<file path="src/rtl/cpu_pkg.sv">
// Shared types and constants for the CPU pipeline hazard/forwarding control.
// Contents: halt FSM state, scoreboard slot record, forwarding select encoding,
//           opcode constants used by the decoder that feeds the id_* signals.
package cpu_pkg;

  typedef enum logic [1:0] {
    RUN    = 2'd0,
    DRAIN  = 2'd1,
    HALTED = 2'd2
  } hstate_t;

  // Slot destination field is sized for the widest supported register
  // address; narrower ADDR_W values are zero-extended on entry.
  localparam int SLOT_DST_W = 8;

  typedef struct packed {
    logic                  valid;
    logic                  wen;
    logic [SLOT_DST_W-1:0] dst;
    logic                  is_load;
  } slot_t;

  // Forwarding select meaning "take the regfile / ID_EX operand".
  localparam int FSEL_NONE = 0;

  localparam logic [5:0] OP_LW  = 6'b100011;
  localparam logic [5:0] OP_J   = 6'b000010;
  localparam logic [5:0] OP_BEQ = 6'b000100;
  localparam logic [5:0] OP_BNE = 6'b000101;

endpackage

</file>
<file path="src/rtl/hazard_match.sv">
// Youngest-producer search for one source register over the in-flight slots.
// Ports: slots (slot 1 = EX .. DEPTH = WB), src/used (consumer source),
//        hit (a producer matches), ready (its result can be forwarded), sel.
module hazard_match
  import cpu_pkg::*;
#(
  parameter int ADDR_W   = 5,
  parameter int DEPTH    = 3,
  parameter int LOAD_LAT = 1,
  parameter int FSEL_W   = $clog2(DEPTH + 1)
) (
  input  slot_t [DEPTH:1]    slots,
  input  logic [ADDR_W-1:0]  src,
  input  logic               used,
  output logic               hit,
  output logic               ready,
  output logic [FSEL_W-1:0]  sel
);

  // Scan oldest to youngest so the youngest match is the one left standing.
  // sel is the slot the producer will occupy once the consumer reaches EX;
  // a producer already in the last slot writes the regfile first, so sel 0.
  always_comb begin
    hit   = 1'b0;
    ready = 1'b0;
    sel   = FSEL_W'(FSEL_NONE);
    for (int k = DEPTH; k >= 1; k--) begin
      if (used && (src != '0) && slots[k].valid && slots[k].wen &&
          (slots[k].dst == SLOT_DST_W'(src))) begin
        hit   = 1'b1;
        ready = (k + 1) >= (slots[k].is_load ? (LOAD_LAT + 2) : 2);
        sel   = (k < DEPTH) ? FSEL_W'(k + 1) : FSEL_W'(FSEL_NONE);
      end
    end
  end

endmodule

</file>
<file path="src/rtl/pipe_hazard_ctrl.sv">
// Hazard and forwarding controller: scoreboard of in-flight instructions,
// load-use stall / redirect flush decisions, registered forwarding selects,
// halt/drain FSM and saturating stall counter.
// Ports: Clk/Clr (sync active-high), id_* describe the ID instruction,
//        ex_redirect kills ID; outputs stall/bubble/flush (comb), rest registered.
module pipe_hazard_ctrl
  import cpu_pkg::*;
#(
  parameter int ADDR_W   = 5,
  parameter int DEPTH    = 3,
  parameter int LOAD_LAT = 1,
  parameter int CNT_W    = 16,
  parameter int FSEL_W   = $clog2(DEPTH + 1)
) (
  input  logic              Clk,
  input  logic              Clr,
  input  logic              id_valid,
  input  logic [ADDR_W-1:0] id_rs,
  input  logic [ADDR_W-1:0] id_rt,
  input  logic              id_rs_used,
  input  logic              id_rt_used,
  input  logic [ADDR_W-1:0] id_dst,
  input  logic              id_wen,
  input  logic              id_is_load,
  input  logic              id_halt,
  input  logic              ex_redirect,
  output logic              stall_if_id,
  output logic              bubble_ex,
  output logic              flush_if_id,
  output logic [FSEL_W-1:0] fwd_sel_rs,
  output logic [FSEL_W-1:0] fwd_sel_rt,
  output logic              halted,
  output logic [2:0]        inflight,
  output logic [CNT_W-1:0]  stall_cnt
);

  slot_t [DEPTH:1] slots;
  slot_t [DEPTH:1] slots_nxt;
  hstate_t         state;

  logic              rs_hit, rs_rdy, rt_hit, rt_rdy;
  logic [FSEL_W-1:0] rs_sel, rt_sel;
  logic              run, lu_stall, accept, drained;
  logic [2:0]        inflight_nxt;

  hazard_match #(.ADDR_W(ADDR_W), .DEPTH(DEPTH), .LOAD_LAT(LOAD_LAT), .FSEL_W(FSEL_W))
    u_match_rs (.slots(slots), .src(id_rs), .used(id_rs_used),
                .hit(rs_hit), .ready(rs_rdy), .sel(rs_sel));

  hazard_match #(.ADDR_W(ADDR_W), .DEPTH(DEPTH), .LOAD_LAT(LOAD_LAT), .FSEL_W(FSEL_W))
    u_match_rt (.slots(slots), .src(id_rt), .used(id_rt_used),
                .hit(rt_hit), .ready(rt_rdy), .sel(rt_sel));

  assign run      = (state == RUN);
  assign lu_stall = id_valid & run & ((rs_hit & ~rs_rdy) | (rt_hit & ~rt_rdy));
  assign accept   = id_valid & run & ~lu_stall & ~ex_redirect;

  // A redirect kills the ID instruction, so it overrides a load-use stall.
  // Once halting, the front end stays frozen regardless.
  assign stall_if_id = ~Clr & ((lu_stall & ~ex_redirect) | ~run);
  assign bubble_ex   = ~Clr & (lu_stall | ex_redirect | ~run);
  assign flush_if_id = ~Clr & ex_redirect;

  always_comb begin
    slots_nxt = '0;
    if (accept) begin
      slots_nxt[1] = '{valid: 1'b1, wen: id_wen, dst: SLOT_DST_W'(id_dst),
                       is_load: id_is_load};
    end
    for (int k = 2; k <= DEPTH; k++) begin
      slots_nxt[k] = slots[k-1];
    end
  end

  always_comb begin
    inflight_nxt = '0;
    for (int k = 1; k <= DEPTH; k++) begin
      inflight_nxt = inflight_nxt + {2'b00, slots_nxt[k].valid};
    end
  end

  // During DRAIN nothing enters slot 1, so everything is gone after this
  // edge exactly when slots 1..DEPTH-1 are already empty.
  always_comb begin
    drained = 1'b1;
    for (int k = 1; k < DEPTH; k++) begin
      if (slots[k].valid) drained = 1'b0;
    end
  end

  always_ff @(posedge Clk) begin
    if (Clr) begin
      slots      <= '0;
      state      <= RUN;
      fwd_sel_rs <= '0;
      fwd_sel_rt <= '0;
      halted     <= 1'b0;
      inflight   <= '0;
      stall_cnt  <= '0;
    end else begin
      slots      <= slots_nxt;
      inflight   <= inflight_nxt;
      fwd_sel_rs <= accept ? rs_sel : FSEL_W'(FSEL_NONE);
      fwd_sel_rt <= accept ? rt_sel : FSEL_W'(FSEL_NONE);
      if (lu_stall && !ex_redirect && (stall_cnt != '1)) begin
        stall_cnt <= stall_cnt + 1'b1;
      end
      case (state)
        RUN: begin
          if (accept && id_halt) state <= DRAIN;
        end
        DRAIN: begin
          if (drained) begin
            state  <= HALTED;
            halted <= 1'b1;
          end
        end
        HALTED: begin
          halted <= 1'b1;
        end
        default: state <= RUN;
      endcase
    end
  end

endmodule

</file>
<file path="config.mk">
export PLATFORM = sky130hd
export DESIGN_NAME = pipe_hazard_ctrl
export DESIGN_NICKNAME = d
export VERILOG_FILES = /design/src/rtl/cpu_pkg.sv /design/src/rtl/hazard_match.sv /design/src/rtl/pipe_hazard_ctrl.sv
export SDC_FILE = /design/constraint.sdc
export NUM_CORES = 1
export LEC_CHECK = 0
export CAP_MARGIN = 25
export CORE_MARGIN = 2
export CORE_UTILIZATION = 43
export CTS_CLUSTER_DIAMETER = 100
export DETAILED_ROUTE_END_ITERATION = 8
export PLACE_DENSITY = 0.72
export SYNTH_ARGS = -nofsm -noshare
export SYNTH_HDL_FRONTEND = slang
export SYNTH_SLANG_ARGS = --single-unit
</file>
<file path="constraint.sdc">
create_clock -name Clk -period 2.35 [get_ports Clk]
set_input_delay 0.5875 -clock Clk [delete_from_list [all_inputs] [get_ports Clk]]
set_output_delay 0.5875 -clock Clk [all_outputs]
set_load 0.005 [all_outputs]
</file>
; After elaboration in Yosys (flattened, before gate mapping)
; Index checks and enable logic that the tools add are counted.
[op_classes]
order_cmp = 3
add_sub_neg = 3
n_reduce_logical = 33
bitwise = 22
muxes = 27
eq_ne = 11
[ops]
columns = operator, n
row1 = $eq A8 B5 Y1, 6
row2 = $ge A3 B32 Y1 const A, 1
row3 = $ge A4 B32 Y1 const A, 1
row4 = $logic_and A1 B1 Y1, 23
row5 = $mux W1, 18
row6 = $add A16 B1 Y16 const B, 1
row7 = $ne A16 B16 Y1 const B, 1
row8 = $mux W2, 6
row9 = $mux W11, 1
row10 = $and A1 B1 Y1, 10
row11 = $reduce_bool A5 Y1, 2
row12 = $not A1 Y1, 8
row13 = $pmux W2 S3, 1
row14 = $reduce_or A3 Y1, 2
row15 = $or A1 B1 Y1, 4
row16 = $add A2 B1 Y3, 1
row17 = $reduce_and A3 Y1, 1
row18 = $add A1 B1 Y2, 1
row19 = $eq A2 B1 Y1 const B, 1
row20 = $eq A2 B2 Y1 const B, 1
row21 = $ge A2 B2 Y1 const A, 1
row22 = $logic_not A2 Y1, 1
row23 = $ne A2 B1 Y1 const B, 1
row24 = $ne A2 B2 Y1 const B, 1
row25 = other kinds (5), 5
[word_totals]
output_inout_bits = 27
ff_bits = 59
in_bits = 24
elab_cells = 120

; Logic depth before layout (Yosys ltp)
; Gate-level depths: netlist (run 1).
[logic_depth]
word_depth = 18
ltp_mapped = 8
ltp_nobuf = 7

; Cells and area by module
; From an unflattened synthesis (run 1), not the netlist that was laid out.
[hier_totals]
cells_unflattened = 258
hier_area_um2 = 2396.0
[by_module_without_submodules]
columns = module, n_inst, area_per_inst_um2, cells_per_inst, seq_area_each_um2
row1 = pipe_hazard_ctrl, 1, 1880.6, 190, 980.9
row2 = hazard_match, 2, 257.7, 34, 0.0

; Least setup slack after synthesis (run 1)
; OpenSTA, ideal clock, no wires.
[synth_timing]
path_kind = in2out
from = input port id_rt[1]
to = output port stall_if_id
setup_slack_ps = -105
arrival_time_ps = 1868
n_path_buf = 0
t_required_ps = 1762
cell_stages = 6
cell_sequence = or4_1 o21ai_2 nor3_4 o21a_4 a211oi_1 nor2_1
[synth_via]
elab_chain_cells = 15
word_cells_on_any_way = 27
cone_classes = eq/ne (3) / mux (6) / bitwise (7) / reduce/logical (11)
[synth_rtl]
columns = element, line_no
row1 = start: declaration, pipe_hazard_ctrl.sv:19  ; input logic [ADDR_W-1:0] id_rt,
row2 = $reduce_bool A5 Y1, hazard_match.sv:28  ; if (used && (src != '0) && slots[k].valid && slots[k].wen &&
row3 = $logic_and A1 B1 Y1 (4 in a row), hazard_match.sv:28
row4 = $mux W1 (3 in a row), hazard_match.sv:28
row5 = $not A1 Y1, pipe_hazard_ctrl.sv:55  ; assign lu_stall = id_valid & run & ((rs_hit & ~rs_rdy) | (rt_hit & ~rt_rdy));
row6 = $and A1 B1 Y1 (*), pipe_hazard_ctrl.sv:55
row7 = $or A1 B1 Y1 (*), pipe_hazard_ctrl.sv:55
row8 = $and A1 B1 Y1 (*), pipe_hazard_ctrl.sv:55
row9 = $and A1 B1 Y1 (*), pipe_hazard_ctrl.sv:60  ; assign stall_if_id = ~Clr & ((lu_stall & ~ex_redirect) | ~run);
row10 = $or A1 B1 Y1 (*), pipe_hazard_ctrl.sv:60
row11 = $and A1 B1 Y1 (*), pipe_hazard_ctrl.sv:60
row12 = end: declaration, pipe_hazard_ctrl.sv:27  ; output logic stall_if_id,
; Mark *: on every way between the ends. The rest lies on a longest branch, timed or not.

; Worst setup path in the final report (run 1)
[layout_timing]
from = input port id_rt[3]
to = output port stall_if_id
; The elaborated chain is that of the path after synthesis.

==> flow_summary.ini, run 1 <==
[status]
status = finished with violations
violations = setup timing

[sta]
final_hold_viol_count = 0
fmax_mhz = 383.7
worst_slack_ns = -0.2563
finalSetupViolations = 2
rsz0062_at_grt = yes
slew_violations = 0
min_period_ns = 2.606
finalCritPeriodShare_pct = 110.9
worst_pin_slew_ns = 0.5306
fin_skew_ns = 0.006480
relSlewSlack_pct = 64.33

[power_and_ir_drop]
p_leak_uw = 0.001012
p_total_uw = 1308
pwr_density_cell_nw_per_um2 = 475.8
vdd_drop_max_uv = 450.9

[cells_and_area]
diodes = 0
post-route-util_pct = 63.57
area_growth_pct = 43.13
multi_input_area_sq_um = 1099
seq_area_sq_um = 800.8
nets = 303
fin_cells = 330
final_cell_mix = 40 x dfxtp_1, 36 x clkdlybuf4s50_1, 27 x buf_4, 19 x xnor2_1, 11 x nor2b_1
nFillCells = 383
final_common_cell = dfxtp_1
stdcell_area_sq_um = 2749
drive_above_1_share_pct = 21.58

[critical_path]
cp-start-kind = input port
path_max_fanout = 3
path_class = input port to output port
arrival_ns = 2.02
end_kind = output port
rr_startpoint = slots[5]
worstPathRequired_ns = 1.76
cp-startpoint = id_rt[3]
r2r_slack_ns = 0.32

[cts]
h-tree-depth = 2
insertion_delay_ns = 0.29
clock_path_buffers = 2
tritoncts = yes
root_buffer = clkbuf_8
numCtsBuffers = 5
clk_pin_slew_ns = 0.07
clkSinkCount = 40
postCtsHoldBufs = 0

[floorplan]
die_h_um = 70.83
die_x_um = 70.83
coreArea_sq_um = 4324
die_area_sq_um = 5017
io_pins = 51
initial_utilization_pct = 44.42
core.rowCount = 24

[grt]
grt.busiest_layer = met2
grt_antenna_before_repair = 0
grtUsageMet3_pct = 4.701
gr-total-overflow = 0
grtUsageMet1_pct = 23.80
grt_usage_pct = 18.11
gr-usage-met2_pct = 29.91
grt_pass1_vias = 1627
grt_max_degree = 17
grt_pass1_wl_mm = 7.376

[drt]
ant_nets = 0
dr.first_iter.drc_count = 93
firstDrtPassIters = 4
drcViolationCount = 0
drt-total-wl_mm = 4.268
avgRoutedWirePerCell_um = 12.93
vias = 1666
vias_per_cell = 5.048

[logic_synthesis]
syn_inst = 201
ys_types = 44
ys_async_sr_fraction_pct = 0
yosysTopAreaCellShare_pct = 41.69
synth.avg_cell_area_sq_um = 9.555
synth-edff-count = 0
syn_nets = 227
synth_ff_type = dfxtp_1
synthTopCellsByArea = dfxtp_1 42%, xnor2_1 9.1%, nor2b_1 3.6%
ys_ff_latch = 40
netlist_area_sq_um = 1921
synth_seq_area_share_pct = 41.69
yosys_warnings = 0
synth_top_area_cell = dfxtp_1

[place]
place_area_sq_um = 2646
port-buffer-count = 49
dp_hpwl_mm = 3.366
dp_worst_setup_slack_ns = -0.9389
globalplace.congestion = 0.8661
place_inst = 322

[job]
maxCapViolCount = 0

[min_path]
hold_path_startpoint = halted
hold_class = flip-flop to flip-flop
## per-stage QoR
| stage | hold slack, ns | setup TNS, ns |
|---|---|---|
| CTS | 0.4556 | -0.4956 |
| finish | 0.4513 | -0.4196 |
| global placement | 0.4402 | -11.61 |
| detailed placement | 0.4388 | -12.81 |
| floorplan | 0.4511 | -0.1012 |
| global route | 0.4924 | -0.6187 |
## cells in the mapped netlist, types with 4 or more instances
library cell / number
nand4_1: 9
nor2_1: 9
or4_1: 7
xor2_1: 5
or3_1: 4
nand3_1: 9
nor2b_1: 11
o21a_1: 4
inv_1: 6
dfxtp_1: 40
o21ai_0: 4
nand2_1: 7
o31ai_1: 4
a21oi_1: 10
and2_1: 8
xnor2_1: 20
## kinds of logic after synthesis
logic type / synth area share (%)
simple gates: 27.95
flops: 41.69
compound gates: 12.64
xor+xnor: 11.40
buf+inv: 3.322
fa+ha+maj: 1.694
mux: 1.107
other cells: 0.1953
## critical path: stages
cell and delay (ns):
buf_6 0.09, or4_4 0.54, o21ai_4 0.19, nor3_4 0.05, o21a_4 0.21, a211oi_2 0.17, nor2_1 0.05, buf_2 0.12
## final cells by class
cell class              count  share of cell area (%)
multi-input cells         148                   39.96
clock buffers               8                   3.277
inverters                   6                  0.8193
flip-flops and latches     40                   29.13
repair buffers             76                   24.44
well taps                  52                   2.367
## sequential cells by signal (all words and copies together), names as in the netlist
name        flops
stall_cnt      16
fwd_sel_rs      2
state           2
inflight        2
fwd_sel_rt      2
halted          1
slots          15
## where the power goes
group | leakage (uW) | internal, uW | switching (uW)
combinational | 0.000643 | 90.5 | 55.3
sequential | 0.000323 | 688 | 9.89
clock | 0.0000455 | 239 | 225
## per-layer routing
layer / wire [um] / share of wire (%)
met1: 1996 / 47
met5: 0 / 0
met3: 159 / 3.7
met2: 2075 / 49
met4: 36 / 0.84
## final timing paths
| check | end | cells past startpoint |
|---|---|---|
| setup / recovery | stall_if_id | 8 |
| hold / removal | halted | 1 |
| setup reg to reg | inflight[0] | 8 |
| hold reg to reg | halted | 1 |
## what timing repair did
action | 4_1_cts | 5_1_grt
pin swaps | 12 | 10
gates cloned | 0 | 0
endpoints found under the setup margin | 25 | 12
resized for setup | 43 | 5
buffers inserted | 1 | 0
(Power assumes the default switching activity.)
==> run 2: changes to the inputs <==
Settings changed: RECOVER_POWER set to 50, TNS_END_PERCENT set to 50.
==> run 2 against run 1 <==
  * The run still ends with setup timing left
  * Worst hold slack gained 0.011 ns
  * Power grew 9.2%
  * Sequential cell count is the same
  * Sequential power is essentially flat
  * Critical path depth is the same
  * Final cell count grew 2.4%
  * Die area is the same
  * Highest routed layer unchanged
  * Clock-buffer cell count shrank 3
==> flow_summary.ini, run 2 (synthesized netlist as in run 1, its figures left out) <==
[drt]
dr.first_iter.drc_count = 110
vias_per_cell = 5.021
vias = 1697
ant_nets = 0
drcViolationCount = 0
avgRoutedWirePerCell_um = 12.93
firstDrtPassIters = 4
drt-total-wl_mm = 4.369

[grt]
gr-total-overflow = 0
grt_usage_pct = 18.01
grt_max_degree = 30
grt_pass1_vias = 1600
grt_antenna_before_repair = 0
grt_pass1_wl_mm = 7.320

[floorplan]
io_pins = 51
core.rowCount = 24
initial_utilization_pct = 44.42
coreArea_sq_um = 4324
die_h_um = 70.83
die_x_um = 70.83
die_area_sq_um = 5017

[sta]
finalSetupViolations = 6
fin_skew_ns = 0.007554
final_hold_viol_count = 0
finalCritPeriodShare_pct = 112.5
slew_violations = 0
rsz0062_at_grt = yes
fmax_mhz = 378.4
worst_slack_ns = -0.2928
min_period_ns = 2.643

[power_and_ir_drop]
p_leak_uw = 0.001066
pwr_density_cell_nw_per_um2 = 498.8
vdd_drop_max_uv = 372.1

[place]
port-buffer-count = 49
dp_hpwl_mm = 3.315
globalplace.congestion = 0.8691
place_area_sq_um = 2639
dp_worst_setup_slack_ns = -0.9699

[status]
violations = setup timing
status = finished with violations

[critical_path]
arrival_ns = 2.06
end_kind = output port
path_class = input port to output port
worstPathRequired_ns = 1.76
cp-start-kind = input port
path_max_fanout = 2

[cts]
h-tree-depth = 2
clock_path_buffers = 2
clkSinkCount = 40
clk_pin_slew_ns = 0.07
numCtsBuffers = 5
postCtsHoldBufs = 0
root_buffer = clkbuf_8
insertion_delay_ns = 0.30
tritoncts = yes

[cells_and_area]
reg_top3 = stall_cnt: 16 flops, slots: 15 flops
final_cell_mix = 40 x dfxtp_1, 37 x clkdlybuf4s50_1, 30 x buf_4, 20 x xnor2_1, 10 x nor2b_1
drive_above_1_share_pct = 24.83
diodes = 0
area_growth_pct = 49.06
largest_reg_flops = 16
final_common_cell = dfxtp_1
top_register = stall_cnt
nets = 311
stdcell_area_sq_um = 2863

[min_path]
hold_class = flip-flop to flip-flop

[job]
maxCapViolCount = 0
run 2: worst paths after layout:
check        cells after the start     start  slack (ns)            to
max                              8  id_rs[2]       -0.29   stall_if_id
min                              1    halted        0.46        halted
max reg2reg                      7  state[0]        0.28  stall_cnt[9]
min reg2reg                      1    halted        0.46        halted
run 2: what timing repair did:
action | in CTS | in global routing
resized for setup | 45 | 12
setup buffers | 6 | 4
endpoints found under the setup margin | 26 | 21
pin swaps | 14 | 12
run 2: area by class of cell:
| type | count | area, sq um |
|---|---|---|
| Clock buffer | 5 | 68.82 |
| Clock inverter | 3 | 46.29 |
| Fill cell | 360 | 1461 |
| Inverter | 6 | 22.52 |
| Multi-Input combinational cell | 148 | 1105 |
| Sequential cell | 40 | 800.8 |
| Tap cell | 52 | 65.06 |
| Timing Repair Buffer | 84 | 754.5 |
run 2: worst max-delay path: stages:
cell	delay [ns]
buf_6	0.09
or4_4	0.55
o21ai_4	0.18
nor3_4	0.07
o21a_4	0.22
a211oi_2	0.18
nor2_1	0.05
buf_2	0.12
run 2: routing by layer:
metal	wire length, um	global-route usage, %
met5	0	0
met1	2080	24.02
met4	52	5.031
met3	146	4.274
met2	2090	29.28
run 2: power by group:
group	switching, uW	internal [uW]
clock	258	320
combinational	57.8	94.8
sequential	9.75	688
run 2: stage by stage:
step | hold WS (ns) | setup TNS (ns) | cells | utilization [%] | power (uW)
final | 0.4621 | -0.6759 | 338 | 66.20 | 1428
after global routing | 0.4812 | -1.605 | 338 | 66.20 | 1484
after CTS | 0.4648 | -0.6794 | 335 | 64.55 | 1431
after detailed placement | 0.4462 | -13.07 | 321 | 61.02 | 861.4
after global placement | 0.4392 | -11.77 | 321 | 61.02 | 859.1
after floorplan | 0.4511 | -0.1012 | 201 | - | 771.4
